<file path="src/rtl/alu_nibble_seq.sv">
// alu_nibble_seq: two-pass (low nibble, then high nibble) sequencer for the
// 8-bit ALU result and {Z,N,H,C} flag path. One accepted operation takes
// three cycles: LO, HI, DONE. The carry/borrow out of the low pass feeds the
// high pass and also becomes the H flag.
// Optional feature: define ALU_DAA_EN to make op 8 a decimal adjust (DAA);
// without it op 8 behaves as NOP and no DAA logic is built.
module alu_nibble_seq (
  input  logic       clk,
  input  logic       nreset,
  input  logic       start,
  input  logic [3:0] op,
  input  logic [7:0] opa,
  input  logic [7:0] opb,
  input  logic [3:0] flags_in,
  output logic       busy,
  output logic       done,
  output logic [7:0] result,
  output logic [3:0] flags_out
);

  localparam logic [3:0] OP_ADD = 4'd0;
  localparam logic [3:0] OP_ADC = 4'd1;
  localparam logic [3:0] OP_SUB = 4'd2;
  localparam logic [3:0] OP_SBC = 4'd3;
  localparam logic [3:0] OP_AND = 4'd4;
  localparam logic [3:0] OP_XOR = 4'd5;
  localparam logic [3:0] OP_OR  = 4'd6;
  localparam logic [3:0] OP_CP  = 4'd7;
`ifdef ALU_DAA_EN
  localparam logic [3:0] OP_DAA = 4'd8;
`endif

  typedef enum logic [1:0] {
    S_IDLE = 2'd0,
    S_LO   = 2'd1,
    S_HI   = 2'd2,
    S_DONE = 2'd3
  } state_t;

  state_t     state, state_nx;
  logic       accept;

  // Operation latched at the accepting edge
  logic [3:0] op_l;
  logic [7:0] a_l;
  logic [7:0] b_l;
  logic [3:0] f_l;   // {Z,N,H,C}

  // Low-pass result carried into the high pass
  logic [3:0] lo_nib;
  logic       lo_cy;

  // Shared nibble unit
  logic       is_hi;
  logic [3:0] x_nib;
  logic [3:0] y_nib;
  logic       cin;
  logic       do_sub;
  logic [4:0] nsum;
  logic [3:0] nib_out;
  logic       cy_out;

  // Assembly of the final byte and flags during the high pass
  logic [7:0] full;
  logic       zf;
  logic [7:0] res_nx;
  logic [3:0] flg_nx;

`ifdef ALU_DAA_EN
  logic       daa_lo_adj;
  logic       daa_hi_adj;

  // DAA correction decisions; the high one looks at the original accumulator
  always_comb begin
    if (f_l[2]) begin
      daa_lo_adj = f_l[1];
      daa_hi_adj = f_l[0];
    end else begin
      daa_lo_adj = f_l[1] | (a_l[3:0] > 4'd9);
      daa_hi_adj = f_l[0] | (a_l > 8'h99);
    end
  end
`endif

  // Next-state logic; start is honoured only from IDLE or DONE
  always_comb begin
    state_nx = state;
    accept   = 1'b0;
    case (state)
      S_IDLE: if (start) begin
        accept   = 1'b1;
        state_nx = S_LO;
      end
      S_LO:   state_nx = S_HI;
      S_HI:   state_nx = S_DONE;
      S_DONE: begin
        if (start) begin
          accept   = 1'b1;
          state_nx = S_LO;
        end else begin
          state_nx = S_IDLE;
        end
      end
      default: state_nx = S_IDLE;
    endcase
  end

  assign busy = (state == S_LO) || (state == S_HI);
  assign done = (state == S_DONE);

  // Nibble unit: selects the current half of the operands and evaluates op
  always_comb begin
    is_hi  = (state == S_HI);
    x_nib  = is_hi ? a_l[7:4] : a_l[3:0];
    y_nib  = is_hi ? b_l[7:4] : b_l[3:0];
    cin    = is_hi ? lo_cy : (((op_l == OP_ADC) || (op_l == OP_SBC)) ? f_l[0] : 1'b0);
    do_sub = (op_l == OP_SUB) || (op_l == OP_SBC) || (op_l == OP_CP);
`ifdef ALU_DAA_EN
    if (op_l == OP_DAA) begin
      // DAA adds or subtracts 6 in each nibble; N selects the direction
      y_nib  = (is_hi ? daa_hi_adj : daa_lo_adj) ? 4'd6 : 4'd0;
      cin    = is_hi ? lo_cy : 1'b0;
      do_sub = f_l[2];
    end
`endif
    // Bit 4 of the 5-bit result is carry when adding and borrow when subtracting
    nsum = do_sub ? ({1'b0, x_nib} - {1'b0, y_nib} - {4'b0000, cin})
                  : ({1'b0, x_nib} + {1'b0, y_nib} + {4'b0000, cin});
    case (op_l)
      OP_AND: begin
        nib_out = x_nib & y_nib;
        cy_out  = 1'b0;
      end
      OP_XOR: begin
        nib_out = x_nib ^ y_nib;
        cy_out  = 1'b0;
      end
      OP_OR: begin
        nib_out = x_nib | y_nib;
        cy_out  = 1'b0;
      end
      OP_ADD, OP_ADC, OP_SUB, OP_SBC, OP_CP: begin
        nib_out = nsum[3:0];
        cy_out  = nsum[4];
      end
`ifdef ALU_DAA_EN
      OP_DAA: begin
        nib_out = nsum[3:0];
        cy_out  = nsum[4];
      end
`endif
      default: begin
        nib_out = x_nib;
        cy_out  = 1'b0;
      end
    endcase
  end

  // Final byte and flags, meaningful while in HI
  always_comb begin
    full   = {nib_out, lo_nib};
    zf     = (full == 8'h00);
    res_nx = a_l;
    flg_nx = f_l;
    case (op_l)
      OP_ADD, OP_ADC: begin
        res_nx = full;
        flg_nx = {zf, 1'b0, lo_cy, cy_out};
      end
      OP_SUB, OP_SBC: begin
        res_nx = full;
        flg_nx = {zf, 1'b1, lo_cy, cy_out};
      end
      OP_CP: begin
        // Compare keeps the accumulator but reports the subtraction's flags
        res_nx = a_l;
        flg_nx = {zf, 1'b1, lo_cy, cy_out};
      end
      OP_AND: begin
        res_nx = full;
        flg_nx = {zf, 1'b0, 1'b1, 1'b0};
      end
      OP_XOR, OP_OR: begin
        res_nx = full;
        flg_nx = {zf, 1'b0, 1'b0, 1'b0};
      end
`ifdef ALU_DAA_EN
      OP_DAA: begin
        res_nx = full;
        flg_nx = {zf, f_l[2], 1'b0, f_l[2] ? f_l[0] : daa_hi_adj};
      end
`endif
      default: begin
        res_nx = a_l;
        flg_nx = f_l;
      end
    endcase
  end

  // State register
  always_ff @(posedge clk or negedge nreset) begin
    if (!nreset) state <= S_IDLE;
    else         state <= state_nx;
  end

  // Operand latch, loaded only on an accepted start
  always_ff @(posedge clk or negedge nreset) begin
    if (!nreset) begin
      op_l <= 4'h0;
      a_l  <= 8'h00;
      b_l  <= 8'h00;
      f_l  <= 4'h0;
    end else if (accept) begin
      op_l <= op;
      a_l  <= opa;
      b_l  <= opb;
      f_l  <= flags_in;
    end
  end

  // Low-pass nibble and carry/borrow, captured at the end of LO
  always_ff @(posedge clk or negedge nreset) begin
    if (!nreset) begin
      lo_nib <= 4'h0;
      lo_cy  <= 1'b0;
    end else if (state == S_LO) begin
      lo_nib <= nib_out;
      lo_cy  <= cy_out;
    end
  end

  // Outputs update only on the edge that enters DONE, then hold
  always_ff @(posedge clk or negedge nreset) begin
    if (!nreset) begin
      result    <= 8'h00;
      flags_out <= 4'h0;
    end else if (state == S_HI) begin
      result    <= res_nx;
      flags_out <= flg_nx;
    end
  end

endmodule

</file>
<file path="config.mk">
export PLATFORM = sky130hd
export DESIGN_NAME = alu_nibble_seq
export DESIGN_NICKNAME = d
export VERILOG_FILES = /design/src/rtl/alu_nibble_seq.sv
export SDC_FILE = /design/constraint.sdc
export NUM_CORES = 1
export LEC_CHECK = 0
export BUFFER_PORTS_ARGS = -buffer_cell sky130_fd_sc_hd__buf_4
export CAP_MARGIN = 5
export CORE_ASPECT_RATIO = 1.4
export CORE_MARGIN = 1
export CORE_UTILIZATION = 55
export DETAILED_ROUTE_END_ITERATION = 10
export HOLD_SLACK_MARGIN = 0.06
export PLACE_DENSITY_LB_ADDON = 0.3
export SYNTH_ARGS = -nofsm -noshare
export SYNTH_HDL_FRONTEND = slang
export SYNTH_SLANG_ARGS = --single-unit
</file>
<file path="constraint.sdc">
create_clock -name clk -period 6 [get_ports clk]
set_clock_uncertainty 0.05 [all_clocks]
set_input_delay 0.6 -clock clk [delete_from_list [all_inputs] [get_ports clk]]
set_output_delay 0.6 -clock clk [all_outputs]
set_load 0.02 [all_outputs]
</file>
# Word level (Yosys, flattened, before mapping)
# Index checks and enable logic that the tools add are counted.
# word_totals
input_bits	27
output_inout_bits	14
regBits	43
wordCells	54
# classes
n_reduce_logical	13
n_mux	14
bitwise	3
n_addsub	4
n_eq_ne	11
# op_table
op	count
4-bit one-hot mux with 4 select lines	2
4-bit by 3-bit equality test with 1-bit output, second input constant	4
4-bit by 2-bit equality test with 1-bit output, second input constant	2
8-bit logical NOT	1
4-bit two-way mux	2
8-bit two-way mux	1
2-bit one-hot mux with 4 select lines	1
7-bit OR reduction	1
1-bit two-way mux	6
2-bit OR reduction	3
4-bit by 4-bit adder with 5-bit output	1
5-bit by 1-bit adder with 5-bit output	1
5-bit two-way mux	1
5-bit OR reduction	1
4-bit by 4-bit subtractor with 5-bit output	1
5-bit by 1-bit subtractor with 5-bit output	1
4-bit bitwise AND	1
2-bit equality test, second input constant	2
4-bit by 1-bit equality test with 1-bit output, second input constant	1
4-bit logical NOT	1
1-bit logical OR	4
4-bit OR	1
4-bit XOR	1
3-bit OR reduction	1
4 further kinds	4

# Depth between registers and ports, before layout
# Gate-level depths: netlist of run 1.
# depth
depth_word	9
mapped_depth	15
depth_no_buf	13

# Worst setup path before layout of run 1
# OpenSTA, ideal clock, no wires.
# synth_timing
kind	register to register
startpoint	register state[0]
endpoint	register result[5]
required_ns	5.815
path_stages_with_launch	13
slack_ns	2.718
path_buffers	2
arrival_time_ns	3.097
synth_period_minus_slack_ns	3.282
setup_time_ns	0.135
path_cell_list	dfrtp_1 > inv_1 > ha_1 > buf_6 > clkbuf_1 > mux2i_1 > inv_1 > fa_1 > fa_1 > nand2_1 > a311o_1 > a31oi_1 > o22ai_1
# synth_via
elab_chain_cells	7
elab_cells_between_ends	14
classes_between	add/sub: 4; eq/ne: 1; mux: 6; bitwise: 3
# synth_rtl
element	line_no	text
from (decl)	40	state_t state, state_nx;
from (signal assigned)	203	else state <= state_nx;
2-bit equality test (*)	113, 237	
4-bit two-way mux (on tied branches)	114, 115	
4-bit by 4-bit adder with 5-bit output or 4-bit by 4-bit subtractor with 5-bit output (tied branches)	128, 127	
5-bit by 1-bit adder with 5-bit output or 5-bit by 1-bit subtractor with 5-bit output (tied branches)	128, 127	
5-bit two-way mux	127	nsum = do_sub ? ({1'b0, x_nib} - {1'b0, y_nib} - {4'b0000, cin})
4-bit one-hot mux with 4 select lines	129	case (op_l)
8-bit two-way mux	165	case (op_l)
to (signal assigned)	238	result <= res_nx;
to (decl)	17	output logic [7:0] result,
# Mark *: on every way between the ends. The rest lies on a longest branch, timed or not.
# A chain may end at the register's enable or synchronous reset.

# Final worst setup path of run 1
# layout_timing
startpoint	register state[0]
endpoint	register flags_out[0]
# layout_via
elab_chain_cells	7
elab_cells_between_ends	11
classes_between	add/sub: 4; eq/ne: 1; mux: 6
# layout_rtl
element	line_no	text
2-bit equality test (*)	113, 237	
4-bit two-way mux (on tied branches)	114, 115	
4-bit by 4-bit adder with 5-bit output or 4-bit by 4-bit subtractor with 5-bit output (tied branches)	128, 127	
5-bit by 1-bit adder with 5-bit output or 5-bit by 1-bit subtractor with 5-bit output (tied branches)	128, 127	
5-bit two-way mux	127	
1-bit two-way mux	129	
4-bit one-hot mux with 4 select lines	165	
to (signal assigned)	239	flags_out <= flg_nx;
to (decl)	18	output logic [3:0] flags_out
# Marks and branches as above.

==> metrics.yaml, run 1 <==
outcome: "finished clean"
synth_edf_count: 0
worst_slack_ps: 2110
vias: 1885
drive_above_1_share: 0.304
nNetsFinal: 323
wl_per_cell_um: 15.4
worstSkewPairLatency_ps: 300
cp_common_cell: "a21oi_1"
min_period_ps: 3890
ioPinCount: 41
yosysSeqAreaShare: 0.420
synthArstFlopShare: 1.00
relSlewSlack: 0.277
grt_max_degree: 44
root_buffer: "clkbuf_8"
critPathArrivalTime_ps: 4070
met1_usage: 0.279
wl_mm: 5.22
die_y_um: 82.7
die-area_sq_um: 4940
post_layout_nonfiller_instances: 338
synth_top_area_cell: "dfrtp_1"
end_kind: "register"
cp_slowest_cell: "ha_1"
numPortBuffers: 40
cts_made_buffers: 5
required_ps: 6180
vias_per_cell: 5.58
setup_viol: 0
r2r_slack_ps: 2110
drt_iter0_markers: 63
synth_top_area_frac: 0.420
met2_usage: 0.411
htreeDepth: 2
grt_pass1_wl_mm: 8.61
r2r_cells: 13
initial_core_util: 0.569
path_max_fanout: 19
clock-sinks: 43
maxCapViolCount: 0
synthesis.nets: 288
ys_types: 40
cp_slowest_stage_delay_ps: 610
clk_path_buf_depth: 2
path_cells: "inv_1 -> ha_1 -> buf_4 -> mux2i_1 -> inv_1 -> fa_1 -> fa_1 -> nand2b_1 -> a21oi_1 -> xnor2_1 -> a211oi_1 -> a21oi_1 -> a21oi_1"
num_antenna_cells: 0
gr-usage-all-layers: 0.235
dpl-instance-area_sq_um: 2890
dr.pass1.iters: 5
hold_violations: 0
die-width_um: 59.7
rr_startpoint: "state[0]$_DFFE_PN0P_"
row_count: 29
hpwl_mm: 3.76
syn_area_per_cell_sq_um: 10.7
maxSlewViolCount: 0
syn2layout_area_growth_pct: 18.2
ant_nets: 0
reg2reg_to: "flags_out[0]$_DFFE_PN0P_"
netlist_top_cells_area: "dfrtp_1, mux2_2, ha_1, mux2i_1, fa_1"
grt_pass1_vias: 1827
ctsHoldBuffers: 0
cts_setup_buffers: 0
globalRouteMet3Util: 0.0421
postSynthCellCount: 240
fmax_mhz: 257
cts_resized: 0
ys.warnings.count: 0
rsz0062_at_grt: "false"
fin_setup_tns_ps: 0
place_congestion: 0.878
ys_ff_latch: 43
grt_overflow_total: 0
clk_pin_slew_ps: 80
yosys.cell_count.top_type: "dfrtp_1"
top_usage_layer: "met2"
synthTopCellsByCount: "dfrtp_1, mux2_2, inv_1, ha_1, a21oi_1"
placed_cells: 330
place_ws_ps: 2160
drcViolationCount: 0
hold_class: "primary input to asynchronous set/reset pin"
startpoint_type: "register"
cts_tree: "built"
synthesis.area_sq_um: 2560
synthFlopType: "dfrtp_1"
nFillCells: 390
core_sq_um: 4500
post-route-period-util: 0.648
worst_pin_slew_ps: 1080
crit_type: "register to register"
antenna_found_initial: 0
fin_area_sq_um: 3030
-- layer usage --
| metal | wire [um] | up-vias |
|---|---|---|
| li1 | - | 904 |
| met1 | 2150 | 927 |
| met2 | 2770 | 44 |
| met3 | 175 | 10 |
| met4 | 119 | 0 |
| met5 | 0 | - |
-- placed cells by master, fill, tap and decap left out, types with 5 or more instances in the layout --
cell	n
nand2b_1	6
inv_1	20
clkbuf_8	5
buf_4	42
o21ai_0	8
a21oi_1	15
nor2_1	13
dfrtp_1	43
mux2i_1	12
mux2_2	30
nand2_1	13
ha_1	17
-- cells by family after synthesis --
family / synth area share
XOR/XNOR: 0.0103
buffers and inverters: 0.0538
flip-flops: 0.420
adder cells (fa/ha/maj): 0.114
multiplexers: 0.185
AO/OA/AOI/OAI: 0.128
AND/OR/NAND/NOR: 0.0890
-- per-stage QoR --
step | hold slack (ps) | util
final | 226 | 0.672
after global routing | 274 | 0.672
after CTS | 249 | 0.672
after detailed placement | 446 | 0.643
after global placement | 440 | 0.643
after floorplan | 254 | -
-- critical path, delay by kind of cell, from the launching register on --
family	cells	cell delay (ps)
adder cells (fa/ha/maj)	3	1490
AO/OA/AOI/OAI	4	670
buffers and inverters	3	600
flip-flops	1	440
multiplexers	1	360
XOR/XNOR	1	130
AND/OR/NAND/NOR	1	80
-- flip-flops by register name (all words and copies together), names as in the netlist --
name and cells:
lo_nib 4, flags_out 4, a_l 8, state 2, result 8, lo_cy 1, op_l 4, b_l 8
f_l 4
-- cell type report --
type | count | area (sq um) | area share
clock buffers | 6 | 72.6 | 0.0240
clock inverters | 2 | 60.1 | 0.0199
inverters | 20 | 75.1 | 0.0248
multi-input cells | 163 | 1350 | 0.446
flip-flops and latches | 43 | 1080 | 0.356
well taps | 62 | 77.6 | 0.0256
repair buffers | 42 | 315 | 0.104
-- how the worst max path moves through the flow --
| stage | startpoint | end |
|---|---|---|
| finish | state[0]$_DFFE_PN0P_ | flags_out[0]$_DFFE_PN0P_ |
| CTS | state[0]$_DFFE_PN0P_ | flags_out[0]$_DFFE_PN0P_ |
| global route | state[0]$_DFFE_PN0P_ | flags_out[0]$_DFFE_PN0P_ |
| floorplan | state[0]$_DFFE_PN0P_ | result[5]$_DFFE_PN0P_ |
| global placement | state[0]$_DFFE_PN0P_ | result[5]$_DFFE_PN0P_ |
| detailed placement | state[0]$_DFFE_PN0P_ | result[5]$_DFFE_PN0P_ |
Power of run 1 is left out: the tool's default activity adds up to more than one toggle a clock period on the data nets, which glitch-free logic cannot reach.
==> inputs of run 2 (changes only) <==
--- a/config.mk
+++ b/config.mk
@@ -9,7 +9,7 @@
 export CAP_MARGIN = 5
 export CORE_ASPECT_RATIO = 1.4
 export CORE_MARGIN = 1
-export CORE_UTILIZATION = 55
+export CORE_UTILIZATION = 51
 export DETAILED_ROUTE_END_ITERATION = 10
 export HOLD_SLACK_MARGIN = 0.06
 export PLACE_DENSITY_LB_ADDON = 0.3
==> constraint.sdc (replaced) <==
create_clock -name clk -period 3.37 [get_ports clk]
set_clock_uncertainty 0.05 [all_clocks]
set_input_delay 0.337 -clock clk [delete_from_list [all_inputs] [get_ports clk]]
set_output_delay 0.337 -clock clk [all_outputs]
set_load 0.02 [all_outputs]
==> metrics.yaml, run 2 (synthesis gave the netlist of run 1 again) <==
outcome: "finished clean"
clk_path_buf_depth: 2
grt_pass1_vias: 1915
top_usage_layer: "met2"
r2r_slack_ps: 240
grt_max_degree: 44
hold_violations: 0
syn2layout_area_growth_pct: 19.3
ioPinCount: 41
ant_nets: 0
hold_class: "primary input to register"
hpwl_mm: 4.14
cts_made_buffers: 5
clock-sinks: 43
cts_tree: "built"
maxCapViolCount: 0
fin_setup_tns_ps: 0
wl_per_cell_um: 15.8
numPortBuffers: 40
globalRouteMet3Util: 0.0317
critPathArrivalTime_ps: 3270
cp_slowest_cell: "dfrtp_2"
initial_core_util: 0.529
path_max_fanout: 6
whs_ps: 179
nNetsFinal: 332
rsz0062_at_grt: "false"
place_ws_ps: 113
end_kind: "register"
r2r_cells: 13
required_ps: 3510
antenna_found_initial: 0
grt_overflow_total: 0
vias_per_cell: 5.46
cp_slowest_stage_delay_ps: 410
die-width_um: 61.9
holdPathStages: 3
crit_type: "register to register"
setup_viol: 0
die_y_um: 85.8
min_period_ps: 3130
drcViolationCount: 0
worstSkewPairLatency_ps: 300
row_count: 30
gr-usage-all-layers: 0.235
drt_iter0_markers: 60
met2_usage: 0.404
final_cell_mix: "buf_4, dfrtp_1, mux2_2"
clk_pin_slew_ps: 80
core_sq_um: 4840
path_cells: "inv_1 -> ha_2 -> nor4b_1 -> a22o_1 -> inv_1 -> fa_1 -> inv_1 -> fa_1 -> nor2_1 -> a211oi_1 -> a311o_1 -> a31oi_1 -> o22ai_1"
root_buffer: "clkbuf_8"
maxSlewViolCount: 0
worst_pin_slew_ps: 553
worst_slack_ps: 235
drive_above_1_share: 0.333
cp_common_cell: "inv_1"
startpoint_type: "register"
layout_commonest_cell: "buf_4"
dr.pass1.iters: 4
wl_mm: 5.51
vias: 1906
fmax_mhz: 319
biggestRegsByFlops: "a_l (8), b_l (8), result (8)"
htreeDepth: 2
met1_usage: 0.299
relSlewSlack: 0.631
place_congestion: 0.863
cts_setup_buffers: 0
grt_pass1_wl_mm: 9.13
num_antenna_cells: 0
post-route-period-util: 0.930
die-area_sq_um: 5310
==> run 2: changes by cell type in the layout (fill, tap and decap cells not counted) <==
cell / previous run / this run
ha_2: 0 / 1
bufinv_16: 2 / 0
dfrtp_1: 43 / 42
clkbuf_1: 1 / 0
dlygate4sd3_1: 0 / 1
clkinv_2: 0 / 3
dfrtp_2: 0 / 1
buf_4: 42 / 50
ha_1: 17 / 16
==> run 2: per-layer routing <==
| metal | share of wire | up-vias |
|---|---|---|
| met2 | 0.53 | 32 |
| met3 | 0.024 | 6 |
| li1 | - | 919 |
| met4 | 0.014 | 0 |
| met1 | 0.43 | 949 |
| met5 | 0 | - |
==> run 2: critical path, delay by kind of cell (launching register included) <==
family                     cells  cell delay [ps]
buffers and inverters          3              250
and+or+nand+nor                2              420
DFF                            1              410
adders and majority gates      3             1050
AOI/OAI and AO/OA              5              830
==> run 2: path summary, 6_finish.rpt <==
check,from,endpoint
worst max-delay path,state[0]$_DFFE_PN0P_,result[5]$_DFFE_PN0P_
worst min-delay path,op[2],op_l[2]$_DFFE_PN0P_
worst max register to register,state[0]$_DFFE_PN0P_,result[5]$_DFFE_PN0P_
worst min register to register,b_l[2]$_DFFE_PN0P_,b_l[2]$_DFFE_PN0P_
max in group asynchronous,nreset,state[0]$_DFFE_PN0P_
min in group asynchronous,nreset,result[1]$_DFFE_PN0P_
==> run 2: through the flow <==
| stage | util | instances | instance area (sq um) |
|---|---|---|---|
| after floorplan | - | 240 | 2560 |
| final | 0.630 | 349 | 3050 |
| after global routing | 0.630 | 349 | 3050 |
| after detailed placement | 0.610 | 340 | 2960 |
| after global placement | 0.610 | 340 | 2960 |
| after CTS | 0.630 | 349 | 3050 |
==> run 2: repair_timing <==
item                                    4_1_cts  5_1_grt
endpoints found under the hold margin        43        0
resized for setup                             0        2
endpoints found under the setup margin        0        6
hold buffers                                  1        0
==> run 2: cell type report <==
type | count | area [sq um]
clock buffer | 5 | 68.8
multi-input combinational | 163 | 1350
inverter | 20 | 75.1
timing repair buffer | 51 | 385
fill | 408 | 1790
clock inverter | 3 | 15.0
tap | 64 | 80.1
sequential | 43 | 1080
Power of run 2 is left out for the same reason.
==> inputs of run 3 (changes only) <==
--- a/config.mk
+++ b/config.mk
@@ -11,6 +11,7 @@
 export CORE_MARGIN = 1
 export CORE_UTILIZATION = 51
 export DETAILED_ROUTE_END_ITERATION = 10
+export GPL_TIMING_DRIVEN = 0
 export HOLD_SLACK_MARGIN = 0.06
 export PLACE_DENSITY_LB_ADDON = 0.3
 export SYNTH_ARGS = -nofsm -noshare
==> metrics.yaml, run 3 (synthesis gave the netlist of run 1 again) <==
setup_viol: 0
r2r_slack_ps: 120
critPathArrivalTime_ps: 3370
cts_tree: "built"
clk_pin_slew_ps: 90
clk_path_buf_depth: 2
rr_startpoint: "state[0]$_DFFE_PN0P_"
antenna_found_initial: 0
cts_made_buffers: 5
worstSkewPairLatency_ps: 300
row_count: 30
die-width_um: 61.9
ioPinCount: 41
startpoint_type: "register"
relSlewSlack: 0.562
grt_pass1_vias: 1985
critPathLaunch: "state[0]$_DFFE_PN0P_"
numPortBuffers: 40
die_y_um: 85.8
grt_max_degree: 44
die-area_sq_um: 5310
end_kind: "register"
gr-usage-all-layers: 0.230
path_max_fanout: 6
worst_pin_slew_ps: 657
nNetsFinal: 337
crit_end: "result[5]$_DFFE_PN0P_"
whs_ps: 195
clock-sinks: 43
holdPathStages: 3
post-route-period-util: 0.963
dr.pass1.iters: 4
grt_pass1_wl_mm: 8.91
layout_commonest_cell: "dfrtp_1"
htreeDepth: 2
crit_type: "register to register"
fmax_mhz: 308
ant_nets: 0
maxSlewViolCount: 0
rsz0062_at_grt: "true"
vias: 1928
required_ps: 3490
final_cell_mix: "dfrtp_1, buf_4, mux2_2"
min_period_ps: 3250
wl_per_cell_um: 15.3
hpwl_mm: 4.05
root_buffer: "clkbuf_8"
hold_violations: 0
core_sq_um: 4840
grt_overflow_total: 0
initial_core_util: 0.529
biggestRegsByFlops: "a_l (8), b_l (8), result (8)"
drt_iter0_markers: 68
wl_mm: 5.40
drcViolationCount: 0
outcome: "finished clean"
num_antenna_cells: 0
drive_above_1_share: 0.317
r2r_cells: 14
maxCapViolCount: 0
reg2reg_to: "result[5]$_DFFE_PN0P_"
vias_per_cell: 5.45
hold_class: "primary input to register"
syn2layout_area_growth_pct: 20.2
place_congestion: 0.896
[run 3: changes by cell type in the layout (fill, tap and decap cells not counted), sizes merged]
cell | before | now
buf | 50 | 47
clkbuf | 5 | 14
clkinvlp | 0 | 1
clkinv | 3 | 1
[run 3: what timing repair did]
item | CTS | global route
hold endpoints to repair | 43 | 0
setup endpoints to repair | 9 | 9
gates resized for setup | 7 | 5
hold buffers | 1 | 0
buffers inserted | 0 | 1
pin swaps | 0 | 1
gates cloned | 0 | 0
[run 3: metrics by stage]
step	instance area, sq um	std cells	worst slack [ps]	util	setup TNS (ps)
final	3080	354	123	0.636	0
after detailed placement	2940	344	-400	0.607	-2980
after CTS	3060	353	25.2	0.633	0
after global routing	3080	354	-18.0	0.636	-18.0
after global placement	2940	344	-367	0.607	-2810
after floorplan	2560	240	88.0	-	0
[run 3: layout make-up]
type                       count  area [sq um]
inverter                      20          75.1
clock inverter                 2          12.5
multi-input combinational    163          1370
buffer                        14          76.3
tap                           64          80.1
fill                         396          1760
sequential                    43          1080
timing repair buffer          42           318
clock buffer                   6          72.6
[run 3: worst min path at each step]
stage                start             endpoint  slack (ps)
floorplan           nreset   a_l[0]$_DFFE_PN0P_          -9
global placement    nreset   a_l[4]$_DFFE_PN0P_         310
detailed placement  nreset   a_l[4]$_DFFE_PN0P_         310
CTS                  op[2]  op_l[2]$_DFFE_PN0P_         190
global route        opa[2]   a_l[2]$_DFFE_PN0P_         200
finish               op[2]  op_l[2]$_DFFE_PN0P_         190
[run 3: layer usage]
layer / part of all wire / up-vias / global-route usage / wire [um]
met2: 0.53 / 40 / 0.394 / 2860
li1: - / 927 / - / -
met1: 0.41 / 950 / 0.273 / 2220
met3: 0.032 / 11 / 0.0392 / 171
met5: 0 / - / 0 / 0
met4: 0.027 / 0 / 0.0990 / 144
[run 3: critical path, cell delays in order (launching register included)]
cell      delay [ps]
dfrtp_2          420
inv_2             60
ha_1             200
buf_6            140
nor4b_1          300
a22o_1           200
inv_1             50
fa_1             390
inv_1             90
fa_1             410
nor2_1           110
a211oi_1          60
a311o_1          350
a31oi_1          180
o22ai_1          100
Power of run 3 is left out for the same reason.
